[src/rtl/muldiv_unit_pkg.sv]
// Shared encodings for the RV32M multiply/divide sequencer.
// ALU operation codes and sequencer state encodings.
package muldiv_unit_pkg;

    localparam int XLEN = 32;

    // Base ALU codes handled by the single-cycle alu
    localparam logic [5:0] ALU_ADD    = 6'd0;
    localparam logic [5:0] ALU_SUB    = 6'd1;
    localparam logic [5:0] ALU_AND    = 6'd2;
    localparam logic [5:0] ALU_OR     = 6'd3;
    localparam logic [5:0] ALU_XOR    = 6'd4;
    localparam logic [5:0] ALU_SLL    = 6'd5;
    localparam logic [5:0] ALU_SRL    = 6'd6;
    localparam logic [5:0] ALU_SRA    = 6'd7;
    localparam logic [5:0] ALU_SLT    = 6'd8;
    localparam logic [5:0] ALU_SLTU   = 6'd9;

    // M-extension codes routed to muldiv_unit
    localparam logic [5:0] ALU_MUL    = 6'd32;
    localparam logic [5:0] ALU_MULH   = 6'd33;
    localparam logic [5:0] ALU_MULHSU = 6'd34;
    localparam logic [5:0] ALU_MULHU  = 6'd35;
    localparam logic [5:0] ALU_DIV    = 6'd36;
    localparam logic [5:0] ALU_DIVU   = 6'd37;
    localparam logic [5:0] ALU_REM    = 6'd38;
    localparam logic [5:0] ALU_REMU   = 6'd39;

    typedef enum logic [1:0] {
        MD_IDLE = 2'b00,
        MD_CALC = 2'b01,
        MD_FIX  = 2'b10,
        MD_DONE = 2'b11
    } md_state_e;

    function automatic logic is_mcode(input logic [5:0] code);
        return (code >= ALU_MUL) && (code <= ALU_REMU);
    endfunction

    function automatic logic is_divcode(input logic [5:0] code);
        return (code >= ALU_DIV) && (code <= ALU_REMU);
    endfunction

endpackage

[src/rtl/muldiv_unit.sv]
// Multi-cycle RV32M sequencer: shift-add multiply and restoring divide
// over one shared 64-bit register, 32 iterations per operation.
module muldiv_unit
    import muldiv_unit_pkg::*;
(
    input  logic        clk,
    input  logic        rst,
    input  logic        start,
    input  logic [5:0]  alucode,
    input  logic [31:0] op1,
    input  logic [31:0] op2,
    input  logic        kill,
    output logic        busy,
    output logic        done,
    output logic [31:0] result
);

    md_state_e   state_q, state_d;
    logic [4:0]  cnt_q, cnt_d;
    logic [5:0]  code_q, code_d;
    logic        neg_q, neg_d;
    logic        rneg_q, rneg_d;
    logic        spec_q, spec_d;
    logic [31:0] a_q, a_d;
    logic [31:0] b_q, b_d;
    logic [63:0] acc_q, acc_d;
    logic [31:0] result_q, result_d;

    logic        sgn1, sgn2;
    logic        signed1, signed2;
    logic [31:0] abs1, abs2;
    logic        div0, ovf;
    logic [32:0] rem_sh;
    logic [33:0] diff;
    logic        qbit;
    logic [31:0] rem_nx;
    logic [63:0] prod;
    logic [31:0] quo, rem;

    // Operand sign handling for a new request
    always_comb begin
        signed1 = (alucode == ALU_MULH) || (alucode == ALU_MULHSU)
               || (alucode == ALU_DIV) || (alucode == ALU_REM);
        signed2 = (alucode == ALU_MULH) || (alucode == ALU_DIV)
               || (alucode == ALU_REM);
        sgn1 = op1[31] & signed1;
        sgn2 = op2[31] & signed2;
        abs1 = sgn1 ? (32'd0 - op1) : op1;
        abs2 = sgn2 ? (32'd0 - op2) : op2;
        div0 = is_divcode(alucode) && (op2 == 32'd0);
        ovf  = ((alucode == ALU_DIV) || (alucode == ALU_REM))
            && (op1 == 32'h8000_0000) && (op2 == 32'hFFFF_FFFF);
    end

    // One restoring-division step and the sign-corrected final values
    always_comb begin
        rem_sh = {acc_q[63:32], a_q[cnt_q]};
        diff   = {1'b0, rem_sh} - {2'b00, b_q};
        qbit   = ~diff[33];
        rem_nx = qbit ? diff[31:0] : rem_sh[31:0];
        prod   = neg_q ? (64'd0 - acc_q) : acc_q;
        if (spec_q) begin
            quo = acc_q[31:0];
            rem = acc_q[63:32];
        end else begin
            quo = neg_q ? (32'd0 - acc_q[31:0]) : acc_q[31:0];
            rem = rneg_q ? (32'd0 - acc_q[63:32]) : acc_q[63:32];
        end
    end

    // Next-state, datapath and result selection
    always_comb begin
        state_d  = state_q;
        cnt_d    = cnt_q;
        code_d   = code_q;
        neg_d    = neg_q;
        rneg_d   = rneg_q;
        spec_d   = spec_q;
        a_d      = a_q;
        b_d      = b_q;
        acc_d    = acc_q;
        result_d = result_q;
        unique case (state_q)
            MD_IDLE, MD_DONE: begin
                state_d = MD_IDLE;
                if (start && is_mcode(alucode)) begin
                    code_d = alucode;
                    a_d    = abs1;
                    b_d    = abs2;
                    neg_d  = sgn1 ^ sgn2;
                    rneg_d = sgn1;
                    cnt_d  = 5'd31;
                    spec_d = div0 | ovf;
                    if (div0) begin
                        acc_d = {op1, 32'hFFFF_FFFF};
                    end else if (ovf) begin
                        acc_d = {32'd0, 32'h8000_0000};
                    end else begin
                        acc_d = 64'd0;
                    end
                    state_d = (div0 | ovf) ? MD_FIX : MD_CALC;
                end
            end
            MD_CALC: begin
                if (is_divcode(code_q)) begin
                    acc_d = {rem_nx, acc_q[30:0], qbit};
                end else begin
                    acc_d = {acc_q[62:0], 1'b0}
                          + (b_q[cnt_q] ? {32'd0, a_q} : 64'd0);
                end
                cnt_d = cnt_q - 5'd1;
                if (cnt_q == 5'd0) begin
                    state_d = MD_FIX;
                end
            end
            MD_FIX: begin
                case (code_q)
                    ALU_MUL:                 result_d = prod[31:0];
                    ALU_MULH, ALU_MULHSU,
                    ALU_MULHU:               result_d = prod[63:32];
                    ALU_DIV, ALU_DIVU:       result_d = quo;
                    ALU_REM, ALU_REMU:       result_d = rem;
                    default:                 result_d = result_q;
                endcase
                state_d = MD_DONE;
            end
            default: state_d = MD_IDLE;
        endcase
        if (kill) begin
            state_d  = MD_IDLE;
            result_d = result_q;
        end
    end

    // State and datapath registers
    always_ff @(posedge clk) begin
        if (rst) begin
            state_q  <= MD_IDLE;
            cnt_q    <= 5'd0;
            code_q   <= 6'd0;
            neg_q    <= 1'b0;
            rneg_q   <= 1'b0;
            spec_q   <= 1'b0;
            a_q      <= 32'd0;
            b_q      <= 32'd0;
            acc_q    <= 64'd0;
            result_q <= 32'd0;
        end else begin
            state_q  <= state_d;
            cnt_q    <= cnt_d;
            code_q   <= code_d;
            neg_q    <= neg_d;
            rneg_q   <= rneg_d;
            spec_q   <= spec_d;
            a_q      <= a_d;
            b_q      <= b_d;
            acc_q    <= acc_d;
            result_q <= result_d;
        end
    end

    assign busy   = (state_q == MD_CALC) || (state_q == MD_FIX);
    assign done   = (state_q == MD_DONE);
    assign result = result_q;

endmodule

[config.mk]
export PLATFORM = sky130hd
export DESIGN_NAME = muldiv_unit
export DESIGN_NICKNAME = d
export VERILOG_FILES = /design/src/rtl/muldiv_unit_pkg.sv /design/src/rtl/muldiv_unit.sv
export SDC_FILE = /design/constraint.sdc
export NUM_CORES = 1
export LEC_CHECK = 0
export CAP_MARGIN = 30
export CORE_MARGIN = 2
export CORE_UTILIZATION = 53
export CTS_CLUSTER_SIZE = 24
export DETAILED_ROUTE_END_ITERATION = 16
export PLACE_DENSITY = 0.79
export SETUP_SLACK_MARGIN = 0.3
export SYNTH_ARGS = -nofsm -noshare
export SYNTH_HDL_FRONTEND = slang
export SYNTH_SLANG_ARGS = --single-unit
[constraint.sdc]
create_clock -name clk -period 9.64 [get_ports clk]
set_input_delay 0.964 -clock clk [delete_from_list [all_inputs] [get_ports clk]]
set_output_delay 0.964 -clock clk [all_outputs]
set_load 0.005 [all_outputs]
==> results of run 1 <==
[through the flow]
step / instance area (um^2) / hold slack [ps] / power [uW]
after floorplan: 16700 / 437 / 1090
after global placement: 17800 / 474 / 1230
after detailed placement: 17900 / 483 / 1240
after CTS: 18500 / 495 / 1960
after global routing: 18500 / 520 / 2040
final: 18500 / 502 / 1980
[registers in the layout (all words and copies together) (netlist names)]
register and flops:
acc_q 64, state_q 2, b_q 32, spec_q 1
a_q 32, result 32, cnt_q 5, rneg_q 1
code_q 6, neg_q 1
[per-layer routing]
layer | GRT usage [%] | up-vias | share of wire (%)
met1 | 53.0 | 8787 | 40
met4 | 21.1 | 0 | 5.6
met3 | 7.50 | 214 | 11
met2 | 60.7 | 1277 | 43
met5 | 0 | - | 0
li1 | - | 8585 | -
[layout make-up]
type	count	area (um^2)	share of cell area, %
sequential	176	3520	19.1
timing repair buffer	134	1270	6.87
inverter	80	300	1.63
tap	402	503	2.72
clock buffer	17	425	2.30
multi-input combinational	1886	12300	66.4
clock inverter	15	178	0.962
[cell usage after synthesis, types with 15 or more instances]
master,n,share of area [%]
and2_1,21,0.79
and3_1,23,0.86
xor2_1,69,3.6
o211ai_1,28,1.3
a31oi_1,37,1.4
a21o_1,28,1.3
nand2b_1,15,0.56
ha_1,74,5.5
xnor2_1,92,4.8
dfxtp_1,176,21
nor3_1,66,2.0
a221oi_1,19,1.0
or3_1,33,1.2
o21a_1,15,0.67
o21ai_0,152,4.6
nor4_1,26,0.97
a211oi_1,89,4.0
mux4_2,20,2.7
nand2_1,212,4.8
clkbuf_1,154,3.5
inv_1,79,1.8
nand4_1,43,1.6
nor2b_1,40,1.5
o31ai_1,29,1.3
nor2_1,239,5.4
nand3_1,54,1.6
a21oi_1,212,6.4
or4_1,16,0.72
a311oi_1,34,1.8
[critical path: cells and delay by family (launching register included)]
family                   cells  cell delay, ps
AO/OA/AOI/OAI                7            2330
adder cells (fa/ha/maj)      1             290
buffers and inverters        2             440
flip-flops                   1             880
multiplexers                 3            1050
AND/OR/NAND/NOR              3             650
[cell families after synthesis]
| logic type | Yosys count | share of synthesized area [%] |
|---|---|---|
| AO/OA/AOI/OAI | 784 | 31.0 |
| AND/OR/NAND/NOR | 832 | 24.3 |
| flip-flops | 176 | 21.1 |
| multiplexers | 33 | 3.51 |
| XOR/XNOR | 161 | 8.44 |
| adder cells (fa/ha/maj) | 76 | 5.78 |
| buffers and inverters | 255 | 5.87 |
[cells in the final DEF, fill, tap and decap left out, types with 34 or more instances in the layout]
master,count
nor2_1,237
nand2_1,212
a21oi_1,211
dfxtp_1,175
o21ai_0,152
clkdlybuf4s50_1,106
xnor2_1,92
a211oi_1,89
inv_1,79
ha_1,74
xor2_1,69
nor3_1,63
nand3_1,54
nand4_1,43
nor2b_1,40
a31oi_1,37
a311oi_1,34
[how the worst max path moves through the flow]
stage	slack, ps	to	cells past startpoint	start
finish	3890	acc_q[42]	16	cnt_q[1]
global placement	4260	acc_q[44]	16	cnt_q[1]
global route	3590	acc_q[42]	16	cnt_q[1]
detailed placement	4100	acc_q[42]	16	cnt_q[1]
floorplan	4510	acc_q[37]	17	cnt_q[0]
CTS	4060	acc_q[42]	16	cnt_q[1]
[where the power goes]
part | internal (uW) | leakage (uW) | switching, uW
logic | 180 | 0.00477 | 287
clock network | 354 | 0.000293 | 379
registers | 743 | 0.00143 | 36.4
total | 1280 | 0.00649 | 702
==> flow_summary.yaml, run 1 <==
status:
  outcome: "finished, final reports clean"
synth:
  synth_cells: 2317
  synth_seq_area_share_pct: 21.1
  synth-edff-count: 0
  dominantRegCellSynth: "dfxtp_1"
  count_of_unique_library_cells_instantiated_by_yosys: 86
  ys_ff_latch: 176
  syn_area_mm2: 0.0167
  async_flop_share_pct: 0
  syn_area_per_cell_um2: 7.21
  synth.net_count: 2467
  yosys_warnings: 0
clock_tree:
  ctsResizeCount: 0
  htreeDepth: 4
  cts_setup_buffers: 0
  postCtsHoldBufs: 0
  cts_buffers: 17
  cts.path.max_buffers: 2
  source_to_sink_clock_delay_at_the_later_pin_of_the_worst_skew_pair_ps: 480
  cts_tree: "built"
  clk_pin_slew_worst_paths_ps: 80
  clock-root-buffer: "clkbuf_16"
  numClockSinks: 176
cells_and_area:
  finalNonFillerCells: 2710
  final_nets: 2445
  area_growth_syn_to_layout_pct: 10.5
  filler_cell_count: 2917
  finish.utilization_pct: 59.0
  drive_gt1_share_pct: 5.59
  insertedDiodeCount: 0
worst_setup_path:
  endpoint_of_the_most_critical_register_to_register_path: "acc_q[42]"
  timing.critical_path.required_ps: 10030
  setup.worst_path.class: "flop to flop"
  crit_path_top_delay_cell: "dfxtp_1"
  critical-path-max-stage-delay_ps: 880
  setup.reg_to_reg.worst_slack_ps: 3890
  startpoint_type: "flop"
  critical_path.reg2reg.startpoint: "cnt_q[1]"
  cp_cell_sequence: "mux4_2 -> mux4_2 -> mux2i_2 -> buf_4 -> nand2b_1 -> inv_1 -> ha_1 -> a211oi_1 -> o21ai_0 -> nand4_1 -> nand3_1 -> o21ai_1 -> a21oi_1 -> a221oi_1 -> o21ai_0 -> a211oi_1"
  r2r_cells: 16
  cp_data_arrival_time_ps: 6140
  critical_path_peak_fanout: 32
  end_kind: "flop"
sta:
  grt_setup_unrepaired: "false"
  worstMarginPinSlew_ps: 1120
  final_hold_viol_count: 0
  final_period_minus_worst_setup_slack_ps: 5750
  slew-limit-headroom_pct: 24.3
  final_min_period_over_clock_period_pct: 59.7
  setup_viol_count_final: 0
  fin_worst_skew_ps: 17.6
  finalWorstSetupSlack_ps: 3890
  timing.final.max_slew_violations: 0
  tns_ps: 0
  max_freq_mhz: 174
placement:
  number_of_buffer_cells_added_on_primary_ports: 107
  globalplace.congestion: 1.00
  dpl.cell_count: 2677
  preCtsSetupSlack_ps: 4100
  hpwl_um: 49600
hold_path:
  min_path_cells: 2
  min_path_type: "flop to flop"
  capture_endpoint_of_the_worst_hold_path: "result[18]"
  hold_crit_start: "result[18]"
power:
  leakage_uw: 0.00649
  power-per-cell-area_mw_per_mm2: 107
  irDropWorstVdd_mv: 0.135
floorplan:
  core_area_mm2: 0.0313
  floorplan.initialDensity_pct: 53.4
  fp.dieArea_mm2: 0.0330
  i_o_pin_total: 108
  floorplan.rows: 65
  die_x_um: 182
  vertical_die_dimension_um: 182
route:
  initialDrtViolationCount: 2419
  postRouteAntennaNets: 0
  dr_total_vias: 18863
  post-route-drc-count: 0
  detailedRoute.firstPassIterationCount: 7
  route.detailed.wl_per_inst_um: 24.4
  routed_via_density: 6.96
  wire_length_after_detailed_routing_um: 66200
global_routing:
  grt_overflow_total: 0
  grt_pass1_wl_um: 102000
  grt.total_usage_pct: 39.7
  pin_count_of_the_biggest_net_entering_global_routing: 97
  number_of_antenna_violations_at_the_first_check_in_global_routing: 2
  grt_pass1_vias: 17166
run:
  maxCapViolations: 0
(Power assumes the default switching activity.)
==> run 2: changes to the inputs <==
- clock period: 9.64 -> 5.75 ns (I/O delays scaled with it)
==> run 2 against run 1 <==
  * Critical path type unchanged
  * Largest cell class unchanged
  * Maximum frequency grew 11%
  * Sequential power up 68%
  * Non-clock buffer count is 16 higher
  * Wire length up 2.7%
  * Worst hold slack worse by 6.5 ps
  * Clock skew decreased by 3.6 ps
  * Clock power rose by 68%
  * Largest power group unchanged
  * First-iteration DRC count rose by 4.1%
  * Die area unchanged
  * Clock-buffer cell count is 1 higher
  * Cell area rose by 1.0%
  * Setup slack lost 3300 ps
==> flow_summary.yaml, run 2 (same netlist as run 1, synthesis figures left out) <==
status:
  outcome: "finished, final reports clean"
route:
  route.detailed.wl_per_inst_um: 24.9
  postRouteAntennaNets: 0
  post-route-drc-count: 0
  routed_via_density: 6.95
  initialDrtViolationCount: 2518
  wire_length_after_detailed_routing_um: 68000
  detailedRoute.firstPassIterationCount: 6
  dr_total_vias: 18956
hold_path:
  hold_crit_start: "code_q[3]"
  min_path_cells: 1
  min_path_type: "flop to flop"
  capture_endpoint_of_the_worst_hold_path: "code_q[3]"
cells_and_area:
  drive_gt1_share_pct: 6.37
  finalNonFillerCells: 2727
  largest_register_ffs: 64
  commonest_cells_after_routing_fill_and_taps_aside: "237 x nor2_1, 212 x nand2_1, 210 x a21oi_1"
  mostFrequentLayoutCell: "nor2_1"
  final_nets: 2461
  largest-register: "acc_q"
  area_growth_syn_to_layout_pct: 11.7
sta:
  worstMarginPinSlew_ps: 1070
  grt_setup_unrepaired: "false"
  setup_viol_count_final: 0
  final_min_period_over_clock_period_pct: 90.0
  final_period_minus_worst_setup_slack_ps: 5170
  timing.final.max_slew_violations: 0
  fin_worst_skew_ps: 14.1
  hold_slack_ps: 495
  final_hold_viol_count: 0
  max_freq_mhz: 193
  tns_ps: 0
  slew-limit-headroom_pct: 28.7
  finalWorstSetupSlack_ps: 576
worst_setup_path:
  critical_path.reg2reg.startpoint: "cnt_q[0]"
  endpoint_of_the_most_critical_register_to_register_path: "acc_q[50]"
  setup.worst_path.class: "flop to flop"
  end_kind: "flop"
  cp_data_arrival_time_ps: 5530
  critical_path_peak_fanout: 32
  setup.reg_to_reg.worst_slack_ps: 580
  startpoint_type: "flop"
  r2r_cells: 17
  timing.critical_path.required_ps: 6110
floorplan:
  i_o_pin_total: 108
  die_x_um: 182
  floorplan.rows: 65
  fp.dieArea_mm2: 0.0330
  floorplan.initialDensity_pct: 53.4
  core_area_mm2: 0.0313
  vertical_die_dimension_um: 182
clock_tree:
  cts.path.max_buffers: 2
  clock-root-buffer: "clkbuf_16"
  source_to_sink_clock_delay_at_the_later_pin_of_the_worst_skew_pair_ps: 470
  postCtsHoldBufs: 0
  cts_tree: "built"
  clk_pin_slew_worst_paths_ps: 80
  numClockSinks: 176
  cts_buffers: 17
  htreeDepth: 4
power:
  leakage_uw: 0.00659
  irDropWorstVdd_mv: 0.202
  power-per-cell-area_mw_per_mm2: 179
  total_power_uw: 3340
placement:
  hpwl_um: 51400
  dpl.cell_count: 2691
  number_of_buffer_cells_added_on_primary_ports: 107
  preCtsSetupSlack_ps: 226
  globalplace.congestion: 1.01
global_routing:
  grt.total_usage_pct: 40.4
  pin_count_of_the_biggest_net_entering_global_routing: 95
  grt_pass1_vias: 17130
  grt_overflow_total: 0
  grt_pass1_wl_um: 103000
  number_of_antenna_violations_at_the_first_check_in_global_routing: 2
run:
  maxCapViolations: 0
==> run 2: cell types whose count changed in the layout (fill, tap and decap cells not counted), moves of 2 or more <==
cell	delta
buf_4	+12
clkinv_4	+3
clkdlybuf4s15_2	+2
clkinv_8	-2
inv_8	-2
==> run 2: stage by stage <==
stage / utilization (%) / area (um^2)
finish: 59.6 / 18700
global route: 59.6 / 18600
CTS: 59.4 / 18600
detailed placement: 57.4 / 18000
global placement: 57.3 / 18000
floorplan: - / 16700
==> run 2: cell type report <==
class                   count  area (um^2)
well taps                 402          503
repair buffers            150         1440
inverters                  80          300
clock buffers              18          439
multi-input cells        1886        12300
flip-flops and latches    176         3530
fillers                  2935        12700
clock inverters            14          164
diodes                      1         2.50
==> run 2: where the power goes <==
group | internal (uW) | switching (uW)
Sequential | 1250 | 59.9
Clock | 633 | 600
Combinational | 310 | 494
==> run 2: what timing repair did <==
action,4_1_cts,5_1_grt
pin swaps,0,1
resized for setup,2,5
setup endpoints to repair,6,12
buffers inserted,0,2
==> run 2: routing by layer <==
layer,vias up,share of wire [%],track usage [%]
met3,231,11,7.80
met4,0,5.7,21.3
met5,-,0,0
met2,1232,43,61.2
met1,8875,40,54.5
li1,8618,-,-
==> run 2: worst max path at each step <==
stage          slack (ps)  cells after the start      from        end
2_1_floorplan         620                     17  cnt_q[0]  acc_q[37]
3_3_place_gp          370                     16  cnt_q[1]  acc_q[42]
3_5_place_dp          230                     16  cnt_q[1]  acc_q[44]
4_1_cts               510                     17  cnt_q[0]  acc_q[44]
5_1_grt               300                     15  cnt_q[0]  acc_q[42]
6_report              580                     17  cnt_q[0]  acc_q[50]
==> run 2: worst max-delay path, stage by stage (launching register included) <==
cell and delay [ps]:
dfxtp_1 330, buf_6 250, mux4_2 530, mux4_2 490
mux2i_2 220, buf_12 230, nand2b_1 180, inv_1 60
ha_1 290, a211oi_1 400, o21ai_1 220, nand4_1 170
nand3_1 290, o21ai_4 400, and2_1 270, nor4_1 90
a211o_1 320, a221oi_1 280
